===== src/rtl/if_fetch.sv =====
// if_fetch: instruction fetch stage.
// Issues one instruction-memory request at a time for the PC supplied by the
// PC register, and parks each returned instruction with its PC in a one-entry
// output buffer until decode takes it. A redirect (jbr_taken_i) empties the
// buffer and throws away any response still outstanding.
//
// Ports:
//   clk_i, rst_i        clock, synchronous active-high reset
//   if_pc_i             current PC from the PC register
//   jbr_taken_i         redirect strobe (PC register loads target this cycle)
//   stall_o             holds the PC register when 1
//   inst_req_o          instruction-memory request valid
//   inst_addr_o         request address (always if_pc_i)
//   inst_addr_ok_i      memory accepts the request this cycle
//   inst_data_ok_i      read data valid this cycle
//   inst_rdata_i        read data
//   id_allowin_i        decode consumes the buffered instruction this cycle
//   if_valid_o          output buffer holds a valid instruction
//   if_bus_o            {pc, inst} of the buffered instruction
module if_fetch #(
    parameter int ADDR_W = 32,
    parameter int INST_W = 32
) (
    input  logic                     clk_i,
    input  logic                     rst_i,
    input  logic [ADDR_W-1:0]        if_pc_i,
    input  logic                     jbr_taken_i,
    output logic                     stall_o,
    output logic                     inst_req_o,
    output logic [ADDR_W-1:0]        inst_addr_o,
    input  logic                     inst_addr_ok_i,
    input  logic                     inst_data_ok_i,
    input  logic [INST_W-1:0]        inst_rdata_i,
    input  logic                     id_allowin_i,
    output logic                     if_valid_o,
    output logic [ADDR_W+INST_W-1:0] if_bus_o
);

    typedef enum logic {
        S_REQ  = 1'b0,
        S_WAIT = 1'b1
    } state_t;

    state_t            state;
    logic              discard;
    logic [ADDR_W-1:0] req_pc;

    logic accept;
    logic load;

    always_comb begin
        // A request is only raised when the buffer can take the answer, so
        // the buffer never has to load while decode is holding it.
        inst_req_o  = !rst_i && (state == S_REQ) && !jbr_taken_i &&
                      (!if_valid_o || id_allowin_i);
        inst_addr_o = if_pc_i;
        accept      = inst_req_o && inst_addr_ok_i;
        stall_o     = rst_i || (!accept && !jbr_taken_i);
        load        = (state == S_WAIT) && inst_data_ok_i && !discard &&
                      !jbr_taken_i;
    end

    always_ff @(posedge clk_i) begin
        if (rst_i) begin
            state      <= S_REQ;
            discard    <= 1'b0;
            req_pc     <= '0;
            if_valid_o <= 1'b0;
            if_bus_o   <= '0;
        end else begin
            case (state)
                S_REQ: begin
                    if (accept) begin
                        req_pc <= if_pc_i;
                        state  <= S_WAIT;
                    end
                end
                S_WAIT: begin
                    // Any response ends the wait; it is kept only via load.
                    // A flush with no response yet marks the eventual one
                    // for dropping.
                    if (inst_data_ok_i) begin
                        discard <= 1'b0;
                        state   <= S_REQ;
                    end else if (jbr_taken_i) begin
                        discard <= 1'b1;
                    end
                end
                default: state <= S_REQ;
            endcase

            // Load wins over consumption; flush wins over both.
            if (jbr_taken_i) begin
                if_valid_o <= 1'b0;
            end else if (load) begin
                if_valid_o <= 1'b1;
                if_bus_o   <= {req_pc, inst_rdata_i};
            end else if (if_valid_o && id_allowin_i) begin
                if_valid_o <= 1'b0;
            end
        end
    end

endmodule


===== config.mk =====
export PLATFORM = sky130hd
export DESIGN_NAME = if_fetch
export DESIGN_NICKNAME = d
export VERILOG_FILES = /design/src/rtl/if_fetch.sv
export SDC_FILE = /design/constraint.sdc
export NUM_CORES = 1
export LEC_CHECK = 0
export ABC_AREA = 1
export CORE_MARGIN = 10
export CORE_UTILIZATION = 33
export CTS_BUF_LIST = sky130_fd_sc_hd__clkbuf_4 sky130_fd_sc_hd__clkbuf_8
export DETAILED_ROUTE_END_ITERATION = 8
export DONT_BUFFER_PORTS = 1
export PLACE_DENSITY = 0.44
export SYNTH_ARGS = -nofsm -noshare
export SYNTH_HDL_FRONTEND = slang
export SYNTH_SLANG_ARGS = --single-unit

===== constraint.sdc =====
create_clock -name clk_i -period 1.4 [get_ports clk_i]
set_clock_uncertainty 0.05 [all_clocks]
set_input_delay 0.14 -clock clk_i [delete_from_list [all_inputs] [get_ports clk_i]]
set_output_delay 0.14 -clock clk_i [all_outputs]
set_load 0.01 [all_outputs]

Word level (Yosys, flattened, before mapping)
Cells that the tools add are included.
{"block": "op_classes", "muxes": 7, "n_bitwise": 2, "reduce_logical": 22}
{"operator": "$logic_and 1x1->1", "count": 9}
{"operator": "$mux 1", "count": 6}
{"operator": "$reduce_and 2->1", "count": 3}
{"operator": "$logic_not 1->1", "count": 5}
{"operator": "$reduce_bool 2->1", "count": 2}
{"operator": "$logic_or 1x1->1", "count": 2}
{"operator": "$not 1->1", "count": 2}
{"operator": "$pmux 1 s2", "count": 1}
{"operator": "$reduce_or 2->1", "count": 1}
{"block": "word_totals", "regBits": 99, "in_bits": 70, "out_inout_bits": 99, "elab_cells": 36}

Depth between registers and ports, before layout
Gate-level depths: netlist (run 1).
{"block": "logic_depth", "depth_word": 8, "ltp_mapped": 8, "depth_no_buf": 6}

Least setup slack after synthesis (run 1)
OpenSTA, ideal clock, no wires.
{"block": "synth_path", "path_type": "register -> output", "startpoint": "register if_valid_o", "endpoint": "output port stall_o", "arrival_time_ns": 0.995, "required_time_ns": 1.210, "path_slack_ns": 0.215, "stages_incl_launch_ff": 7, "path_buffers": 2, "path_cell_list": "dfxtp_1 > nand2_1 > nand4_1 > buf_4 > buf_4 > nand2_1 > nand2_1"}
{"block": "synth_between", "elab_chain_len": 7}
{"item": "from (decl)", "line": "35", "source": "output logic if_valid_o,"}
{"item": "from (signal assigned)", "line": "68", "source": "if_valid_o <= 1'b0;"}
{"item": "from (signal assigned)", "line": "94", "source": "if_valid_o <= 1'b0;"}
{"item": "from (signal assigned)", "line": "96", "source": "if_valid_o <= 1'b1;"}
{"item": "$logic_not 1->1", "line": "55", "source": "(!if_valid_o || id_allowin_i);"}
{"item": "$logic_or 1x1->1", "line": "55"}
{"item": "$logic_and 1x1->1", "line": "54", "source": "inst_req_o = !rst_i && (state == S_REQ) && !jbr_taken_i &&"}
{"item": "$logic_and 1x1->1", "line": "57", "source": "accept = inst_req_o && inst_addr_ok_i;"}
{"item": "$logic_not 1->1", "line": "58", "source": "stall_o = rst_i || (!accept && !jbr_taken_i);"}
{"item": "$logic_and 1x1->1", "line": "58"}
{"item": "$logic_or 1x1->1", "line": "58"}
{"item": "to (decl)", "line": "28", "source": "output logic stall_o,"}
No other way between the ends.

Final worst setup path (run 1)
Same ends and word-level chain as after synthesis.

==> results.tsv, run 1 <==
stage	metric	value	unit
run_status	status	complete, but fails checks	
run_status	failing checks	negative setup slack	
global_route	first-pass GRT wire length	16.6	mm
placed_design	gpl congestion	0.656	
clock_network	CTS H-tree lvls	3	
clock_network	clk root buf	clkbuf_8	
sta	minimum clock period	1.45	ns
finish	Layout area overhead	25.3	%
critical_path	Worst Path Required	1.21	ns
clock_network	CTS buffer count	9	
global_route	initial antenna violation count	0	
detailed_routing	WL final	10.4	mm
critical_path	r2r worst-path depth	7	
clock_network	clock tree from TritonCTS	built	
power_and_ir_drop	Reg power frac	53.5	%
power_and_ir_drop	Max IR drop VDD	0.552	mV
power_and_ir_drop	logic gate share of total power	8.8	%
floorplan	die height	128	µm
critical_path	Crit. End Element	output pin	
power_and_ir_drop	Switching Share	22.7	%
placed_design	pre-CTS WS	0.147	ns
hold_path	Hold Path Cell Cnt	4	
detailed_routing	DRC Markers	0	
finish	final core occ	42.4	%
floorplan	Core Region	11500	µm²
global_route	vias in the first global route	3038	
placed_design	DPL Wire Length	6.65	mm
power_and_ir_drop	switching power	1.25	mW
detailed_routing	WL/cell	14.5	µm
floorplan	Die Width	128	µm
synthesis	synth unique cells	18	
critical_path	CP Launch Type	register	
power_and_ir_drop	Clk pwr share	37.7	%
sta	final-report hold violation count	0	
critical_path	worst-path maximum fanout	2	
critical_path	CP endpoint	stall_o	
synthesis	cell count after synthesis	535	
critical_path	worst reg2reg startpoint	if_valid_o	
synthesis	sequential area share after synthesis	51.1	%
sta	Slew Limit Headroom	74.0	%
clock_network	clock slew at reported path FFs	0.09	ns
sta	Tcrit/Tclk final	103	%
synthesis	warning count from the yosys run	0	
critical_path	CP Launch Point	if_valid_o	
detailed_routing	Pre-Repair DR Iteration Count	4	
critical_path	Critical Path AT	1.26	ns
finish	number of antenna diodes	0	
finish	layout cells sized above 1	8.16	%
power_and_ir_drop	Internal Pwr Total	4.27	mW
sta	Least-Margin Pin Slew	0.390	ns
hold_path	Min-Delay Path Class	primary input to register	
floorplan	row count	39	
critical_path	setup slack, reg-to-reg	0.06	ns
sta	count of final max-slew check failures	0	
power_and_ir_drop	P per Cell Area	1140	nW/µm²
finish	Post-Layout Cell Count	719	
global_route	GRT Overall Usage	12.7	%
floorplan	Die ar.	16500	µm²
placed_design	I/O Buffers	0	
detailed_routing	Routed Antenna Nets	0	
global_route	GR Overflow Total	0	
power_and_ir_drop	Pleak	2.09	nW
sta	RSZ-0062 raised after global routing	yes	
placed_design	DP Cell Count	626	
detailed_routing	1st-iter DRT viols	139	
finish	final-layout fill cell count	1176	
critical_path	critical path type	register to output pin	
detailed_routing	mean number of vias per cell	4.46	
detailed_routing	vias	3204	
synthesis	Post-Syn Area	3880	µm²
floorplan	number of I/O pins	169	
run	max_cap viols	0	
sta	endpoints failing setup	1	
synthesis	Seq cells post-synth	99	
global_route	pin count of the biggest net entering global routing	59	
synthesis	syn nets	605	
clock_network	worst skew pair latency	0.36	ns
sta	fmax	692	MHz
power_and_ir_drop	Pwr Total	5.52	mW
clock_network	Max Root-Sink Buffers	2	
floorplan	initial core utilization	33.8	%
clock_network	Sink Count	99	
sta	worst setup margin	-0.0460	ns
synthesis	Mean Syn Cell Area	7.25	µm²
finish	nets	641	
critical_path	Critical R2R Capture	req_pc[2]	
==> stage by stage <==
stage               hold slack [ns]  setup TNS, ns  area [µm²]
floorplan                     0.159              0        3880
global placement              0.163              0        3810
detailed placement            0.163              0        3810
CTS                          0.0619         -0.303        4820
global route                 0.0947         -0.385        4860
finish                       0.0802        -0.0460        4860
==> kinds of logic after synthesis <==
logic type,count (synthesis),share of synthesized area (%)
compound gates,67,8.65
buf+inv,101,14.0
flops,99,51.1
simple gates,268,26.2
==> layout make-up <==
type	count	area (µm²)	share of cell area [%]
flip-flops and latches	99	1980	40.9
inverters	39	146	3.01
well taps	143	179	3.68
clock inverters	4	72.6	1.49
clock buffers	12	159	3.27
multi-input cells	335	1390	28.6
repair buffers	87	926	19.1
==> worst min-delay path by stage <==
stage | start | end
after floorplan | rst_i | state
after global routing | rst_i | req_pc[19]
final | jbr_taken_i | if_bus_o[63]
after CTS | rst_i | req_pc[23]
after global placement | rst_i | state
after detailed placement | rst_i | state
==> power groups by stage <==
stage                     Sequential (mW)  Combinational [mW]  Clock, mW
final                                2.95               0.484       2.08
after CTS                            2.96               0.480       2.21
after global routing                 2.97               0.557       2.31
after floorplan                      3.01               0.333          0
after global placement               3.02               0.292          0
after detailed placement             3.02               0.298          0
==> registers in the layout, summed over array words and instances, names as in the netlist <==
register and count:
if_bus_o 64, req_pc 32, discard 1, if_valid_o 1
state 1
==> synthesized netlist by cell type <==
| library cell | n | share of area [%] |
|---|---|---|
| clkbuf_1 | 9 | 0.87 |
| dfxtp_1 | 99 | 51 |
| buf_6 | 2 | 0.58 |
| clkbuf_2 | 1 | 0.13 |
| nand4_1 | 1 | 0.16 |
| or2_2 | 1 | 0.16 |
| buf_2 | 16 | 2.1 |
| o21ai_1 | 9 | 1.2 |
| o21ai_0 | 55 | 7.1 |
| buf_4 | 34 | 6.6 |
| nor2_2 | 1 | 0.16 |
| nor2_1 | 194 | 19 |
| a21oi_1 | 3 | 0.39 |
| nand2_2 | 1 | 0.16 |
| nand2_1 | 69 | 6.7 |
| nor3_1 | 1 | 0.13 |
| inv_1 | 37 | 3.6 |
| inv_2 | 2 | 0.19 |
==> cell usage in the layout (no fill, tap or decap), drive strengths merged <==
master / n
nor2: 195
dfxtp: 99
dlygate4sd3: 71
nand2: 70
o21ai: 64
inv: 39
buf: 16
clkbuf: 12
a21oi: 3
bufinv: 2
nand4: 1
or2: 1
nor3: 1
clkinvlp: 1
clkinv: 1
==> per-layer routing <==
metal	vias up	share of wire, %	wire length (µm)	global-route usage (%)
li1	1660	-	-	-
met1	1428	42	4360	14.7
met2	105	45	4670	19.6
met3	11	12	1230	5.95
met4	0	1.6	172	5.56
met5	-	0	0	0
==> critical path: stages, from the launching register on <==
cell and delay (ns):
dfxtp_2 0.33, nand2_2 0.07, nand4_1 0.19, buf_12 0.19, nand2_4 0.05, nand2_4 0.05
==> what timing repair did <==
item                                    4_1_cts  5_1_grt
setup buffers                                 5        1
hold buffers                                 69        3
gates resized for setup                       7        9
hold endpoints to repair                     67        1
cloned                                        1        0
pin swaps                                     2        4
endpoints found under the setup margin        1       55
No activity file was read; power rests on OpenSTA's default activity.
==> inputs of run 2 (changes only) <==
Settings changed: CELL_PAD_IN_SITES_DETAIL_PLACEMENT from default to 2, CELL_PAD_IN_SITES_GLOBAL_PLACEMENT from default to 2, PLACE_DENSITY 0.44 to 0.76.
==> run 2 against run 1 <==
The run still ends with negative setup slack left. Register-to-register slack about the same. Clock-buffer cell count unchanged. Core utilization decreased by 0.39 points. Design area decreased by 0.93%. Power decreased by 1.1%. Cell count unchanged. Non-clock buffer count unchanged. Via count increased by 6.7%. Wire length increased by 26%. Largest power group unchanged.
==> results.tsv, run 2 (same netlist as run 1, synthesis figures left out) <==
stage	metric	value	unit
sta	Setup TNS Final	-0.0682	ns
finish	final-layout fill cell count	1289	
clock_network	clk root buf	clkbuf_8	
critical_path	worst-path maximum fanout	3	
detailed_routing	DRC Markers	0	
finish	layout cells sized above 1	8.33	%
floorplan	number of I/O pins	169	
sta	Tcrit/Tclk final	105	%
global_route	first-pass GRT wire length	20.8	mm
critical_path	WP buf/inv	2	
floorplan	initial core utilization	33.8	%
finish	Top Registers	if_bus_o: 64 flops, req_pc: 32 flops	
finish	Multi-input gate area	1380	µm²
critical_path	CP peak stage delay	0.34	ns
power_and_ir_drop	Max IR drop VDD	0.507	mV
sta	Least-Margin Pin Slew	0.324	ns
finish	Post-Layout Cell Count	719	
floorplan	row count	39	
finish	number of antenna diodes	0	
floorplan	Die ar.	16500	µm²
finish	Layout area overhead	24.1	%
placed_design	Placement Cell Area	3780	µm²
placed_design	gpl congestion	0.671	
detailed_routing	mean number of vias per cell	4.75	
detailed_routing	Pre-Repair DR Iteration Count	4	
hold_path	HP Start	rst_i	
sta	RSZ-0062 raised after global routing	yes	
clock_network	clock tree from TritonCTS	built	
placed_design	DP Cell Count	626	
run	max_cap viols	0	
critical_path	worst reg2reg startpoint	state	
critical_path	Crit. End Element	output pin	
critical_path	most frequent CP cell	nand2_4	
finish	Reg with most FFs	if_bus_o	
finish	most frequent cells in the layout	nor2_1 (192), dfxtp_1 (97), dlygate4sd3_1 (69)	
finish	final instance area	4810	µm²
hold_path	Hold Path Cell Cnt	4	
global_route	busiest grt layer	met2	
floorplan	die height	128	µm
finish	commonest non-fill, non-tap cell in the layout	nor2_1	
clock_network	CTS buffer count	9	
hold_path	Min-Delay Path Class	primary input to register	
critical_path	Critical Path AT	1.28	ns
run_status	status	complete, but fails checks	
critical_path	CP cell instances	inv_2 -> nand4_1 -> buf_12 -> nand2_4 -> nand2_4	
clock_network	Sink Count	99	
power_and_ir_drop	P per Cell Area	1140	nW/µm²
clock_network	CTS H-tree lvls	3	
critical_path	Critical R2R Capture	req_pc[0]	
power_and_ir_drop	Pleak	2.07	nW
global_route	GR Util met3	5.95	%
detailed_routing	Routed Antenna Nets	0	
clock_network	worst skew pair latency	0.37	ns
placed_design	I/O Buffers	0	
critical_path	setup slack, reg-to-reg	0.06	ns
detailed_routing	WL final	13.1	mm
critical_path	critical path type	register to output pin	
clock_network	Max Root-Sink Buffers	2	
detailed_routing	vias	3418	
finish	Largest register FFs	64	
detailed_routing	WL/cell	18.3	µm
global_route	met2 usage	26.7	%
sta	Fin Hold WS	0.114	ns
critical_path	CP Launch Type	register	
detailed_routing	1st-iter DRT viols	171	
global_route	pin count of the biggest net entering global routing	63	
critical_path	Worst Path Required	1.21	ns
floorplan	Core Region	11500	µm²
placed_design	DPL Wire Length	7.63	mm
sta	Slew Limit Headroom	78.4	%
placed_design	pre-CTS WS	0.132	ns
sta	final-report hold violation count	0	
hold_path	Hold Path Sink	if_bus_o[11]	
global_route	GR Overflow Total	0	
clock_network	clock slew at reported path FFs	0.10	ns
global_route	met1 Usage GRT	17.8	%
global_route	GRT Overall Usage	15.8	%
critical_path	r2r worst-path depth	6	
global_route	initial antenna violation count	0	
sta	endpoints failing setup	1	
run_status	failing checks	negative setup slack	
floorplan	Die Width	128	µm
finish	nets	641	
critical_path	Crit path max-delay family	flip-flops	
global_route	vias in the first global route	3777	
sta	worst setup margin	-0.0682	ns
sta	count of final max-slew check failures	0	
sta	fmax	681	MHz
finish	Reg area	1980	µm²
critical_path	Max stage delay cell, worst path	dfxtp_2	
sta	minimum clock period	1.47	ns
run 2: area by class of cell:
type	count	share of cell area, %
repair buffers	87	19.0
clock buffers	12	3.43
flip-flops and latches	99	41.2
well taps	143	3.72
clock inverters	4	0.988
inverters	39	3.04
multi-input cells	335	28.6
run 2: how the worst max path moves through the flow:
stage,start,to,cells after the start
after global placement,state,stall_o,5
after floorplan,if_valid_o,stall_o,6
after CTS,state,stall_o,5
final,state,stall_o,5
after detailed placement,state,req_pc[5],6
after global routing,if_valid_o,stall_o,5
run 2: worst min-delay path: stages:
cell and delay [ns]:
inv_2 0.03, buf_12 0.18, o21ai_0 0.11, nor2_1 0.04
run 2: power by group:
part / internal [mW] / switching [mW] / leakage, nW / total (mW)
clock: 0.968 / 1.02 / 0.108 / 1.99
combinational: 0.252 / 0.261 / 1.15 / 0.513
sequential: 2.90 / 0.0616 / 0.804 / 2.96
total: 4.12 / 1.35 / 2.07 / 5.46
run 2: timing repair:
action	CTS	global route
setup endpoints to repair	1	44
hold buffers	69	0
hold endpoints to repair	67	0
setup buffers	5	2
pin swaps	2	1
resized for setup	10	12
cloned	2	0
run 2: through the flow:
step | total power, mW | util (%)
2_1_floorplan | 3.34 | -
3_3_place_gp | 3.31 | 33.0
3_5_place_dp | 3.33 | 33.0
4_1_cts | 5.54 | 41.9
5_1_grt | 5.72 | 42.0
6_report | 5.46 | 42.0
run 2: per-layer routing:
metal / vias to the layer above / wire length, µm
li1: 1660 / -
met4: 0 / 214
met1: 1644 / 5350
met2: 99 / 6390
met3: 15 / 1190
met5: - / 0
==> inputs of run 3 (changes only) <==
Settings changed: REMOVE_ABC_BUFFERS from default to 1.
==> run 3 against run 2 <==
The flow still finishes with violations (negative setup slack). Register-to-register slack lost 0.14 ns. Power shrank 2.2%. Die area is the same. Global-route usage grew 1.1 points. Highest routed layer unchanged. Non-clock buffer count grew 5. Critical endpoint is now req_pc[3]. Cell count grew 0.70%. Sequential power is essentially flat. Design area grew 9.5%. Maximum frequency shrank 0.83%.
==> results.tsv, run 3 (same netlist as run 1, synthesis figures left out) <==
stage	metric	value	unit
run_status	status	complete, but fails checks	
run_status	failing checks	negative setup slack	
critical_path	Crit. End Element	register	
detailed_routing	Pre-Repair DR Iteration Count	4	
sta	worst setup margin	-0.0804	ns
critical_path	CP endpoint	req_pc[3]	
detailed_routing	vias	3534	
sta	endpoints failing setup	25	
clock_network	clock slew at reported path FFs	0.10	ns
finish	layout cells sized above 1	18.9	%
detailed_routing	WL final	15.4	mm
detailed_routing	met2 WL post-DR	7.94	mm
finish	final-layout fill cell count	1254	
finish	number of antenna diodes	0	
critical_path	Critical Path AT	1.75	ns
sta	Setup TNS Final	-0.730	ns
critical_path	Worst Path Required	1.66	ns
floorplan	Die Width	128	µm
critical_path	CP Launch Type	register	
critical_path	r2r worst-path depth	8	
critical_path	Crit path depth	8	
clock_network	CTS H-tree lvls	3	
power_and_ir_drop	Pwr Total	5.34	mW
sta	count of final max-slew check failures	0	
sta	minimum clock period	1.48	ns
critical_path	CP Launch Point	state	
global_route	pin count of the biggest net entering global routing	55	
finish	Largest register FFs	64	
critical_path	Crit path max-delay family	buffers and inverters	
global_route	GR Overflow Total	0	
critical_path	critical path type	register to register	
critical_path	setup slack, reg-to-reg	-0.08	ns
sta	fmax	675	MHz
floorplan	row count	39	
detailed_routing	mean number of vias per cell	4.88	
critical_path	worst-path maximum fanout	8	
placed_design	I/O Buffers	0	
critical_path	worst reg2reg startpoint	state	
placed_design	Placement Cell Area	3820	µm²
detailed_routing	top layer used by detailed routing	met4	
clock_network	clk root buf	clkbuf_8	
placed_design	gpl congestion	0.666	
global_route	vias in the first global route	3937	
floorplan	number of I/O pins	169	
finish	Layout area overhead	35.9	%
clock_network	Sink Count	99	
sta	Slew Limit Headroom	82.9	%
finish	nets	646	
detailed_routing	met3 wire length	1.47	mm
finish	Top Registers	if_bus_o: 64 flops, req_pc: 32 flops	
power_and_ir_drop	P per Cell Area	1010	nW/µm²
global_route	GRT Overall Usage	16.9	%
global_route	first-pass GRT wire length	22.0	mm
finish	Multi-input gate area	1680	µm²
detailed_routing	1st-iter DRT viols	122	
floorplan	Core Region	11500	µm²
detailed_routing	Routed Antenna Nets	0	
finish	final instance area	5270	µm²
detailed_routing	WL/cell	21.2	µm
placed_design	DPL Wire Length	7.80	mm
sta	Fin Hold WS	0.0720	ns
floorplan	initial core utilization	33.8	%
power_and_ir_drop	Pleak	2.14	nW
clock_network	Max Root-Sink Buffers	2	
sta	Least-Margin Pin Slew	0.256	ns
finish	final core occ	46.0	%
sta	RSZ-0062 raised after global routing	yes	
sta	Tcrit/Tclk final	106	%
critical_path	WP buf/inv	4	
critical_path	Max stage delay cell, worst path	dfxtp_2	
finish	most frequent cells in the layout	nor2_1 (157), dfxtp_1 (97), dlygate4sd3_1 (69)	
clock_network	clock tree from TritonCTS	built	
hold_path	Min-Delay Path Class	primary input to register	
global_route	initial antenna violation count	0	
floorplan	die height	128	µm
detailed_routing	DRC Markers	0	
clock_network	worst skew pair latency	0.38	ns
finish	Reg area	1980	µm²
finish	commonest non-fill, non-tap cell in the layout	nor2_1	
critical_path	CP peak stage delay	0.36	ns
finish	Reg with most FFs	if_bus_o	
power_and_ir_drop	Max IR drop VDD	0.806	mV
sta	final-report hold violation count	0	
critical_path	CP cell instances	inv_2 -> nand4_1 -> buf_4 -> buf_12 -> clkbuf_16 -> nand2_4 -> nand2_2 -> nor2_2	
floorplan	Die ar.	16500	µm²
run	max_cap viols	0	
critical_path	Critical R2R Capture	req_pc[3]	
detailed_routing	met1 WL	5.79	mm
clock_network	CTS buffer count	9	
[run 3: cell types whose count changed in the layout (fill, tap and decap cells not counted), sizes merged]
cell      change
clkinv        +4
clkinvlp      +1
clkbuf        +3
inv           -2
bufinv        -1
[run 3: routing by layer]
metal	global-route usage, %	up-vias
li1	-	1672
met2	29.6	125
met3	8.05	16
met1	17.8	1721
met5	0	-
met4	4.64	0
[run 3: where the power goes]
part	switching (mW)	internal (mW)	leakage (nW)
clock network	1.05	0.666	0.0857
registers	0.0699	2.90	0.804
logic	0.348	0.316	1.25
[run 3: area by class of cell]
class	count	share of cell area [%]
clock buffers	10	2.49
clock inverters	6	0.807
inverters	39	2.90
multi-input cells	335	31.9
flip-flops and latches	99	37.6
well taps	143	3.39
repair buffers	92	20.9
[run 3: tightest hold or removal path, stage by stage]
cell     delay, ns
nor2_2        0.03
nand2_4       0.13
o21ai_1       0.08
nor2_1        0.08
[run 3: through the flow]
step,setup slack (ns),std cells
final,-0.0804,724
after global routing,-0.153,724
after CTS,-0.0437,717
after detailed placement,0.135,626
after global placement,0.194,626
after floorplan,-0.969,473
[run 3: how the worst min path moves through the flow]
stage / startpoint / end / cells past startpoint
floorplan: rst_i / state / 1
global placement: rst_i / state / 1
detailed placement: rst_i / state / 1
CTS: jbr_taken_i / if_bus_o[43] / 4
global route: jbr_taken_i / if_bus_o[43] / 4
finish: jbr_taken_i / if_bus_o[43] / 4
[run 3: timing repair]
item | CTS | global route
cloned | 2 | 7
hold endpoints to repair | 71 | 0
resized for setup | 12 | 102
setup endpoints to repair | 1 | 51
setup buffers | 4 | 1
pin swaps | 1 | 13
hold buffers | 69 | 0
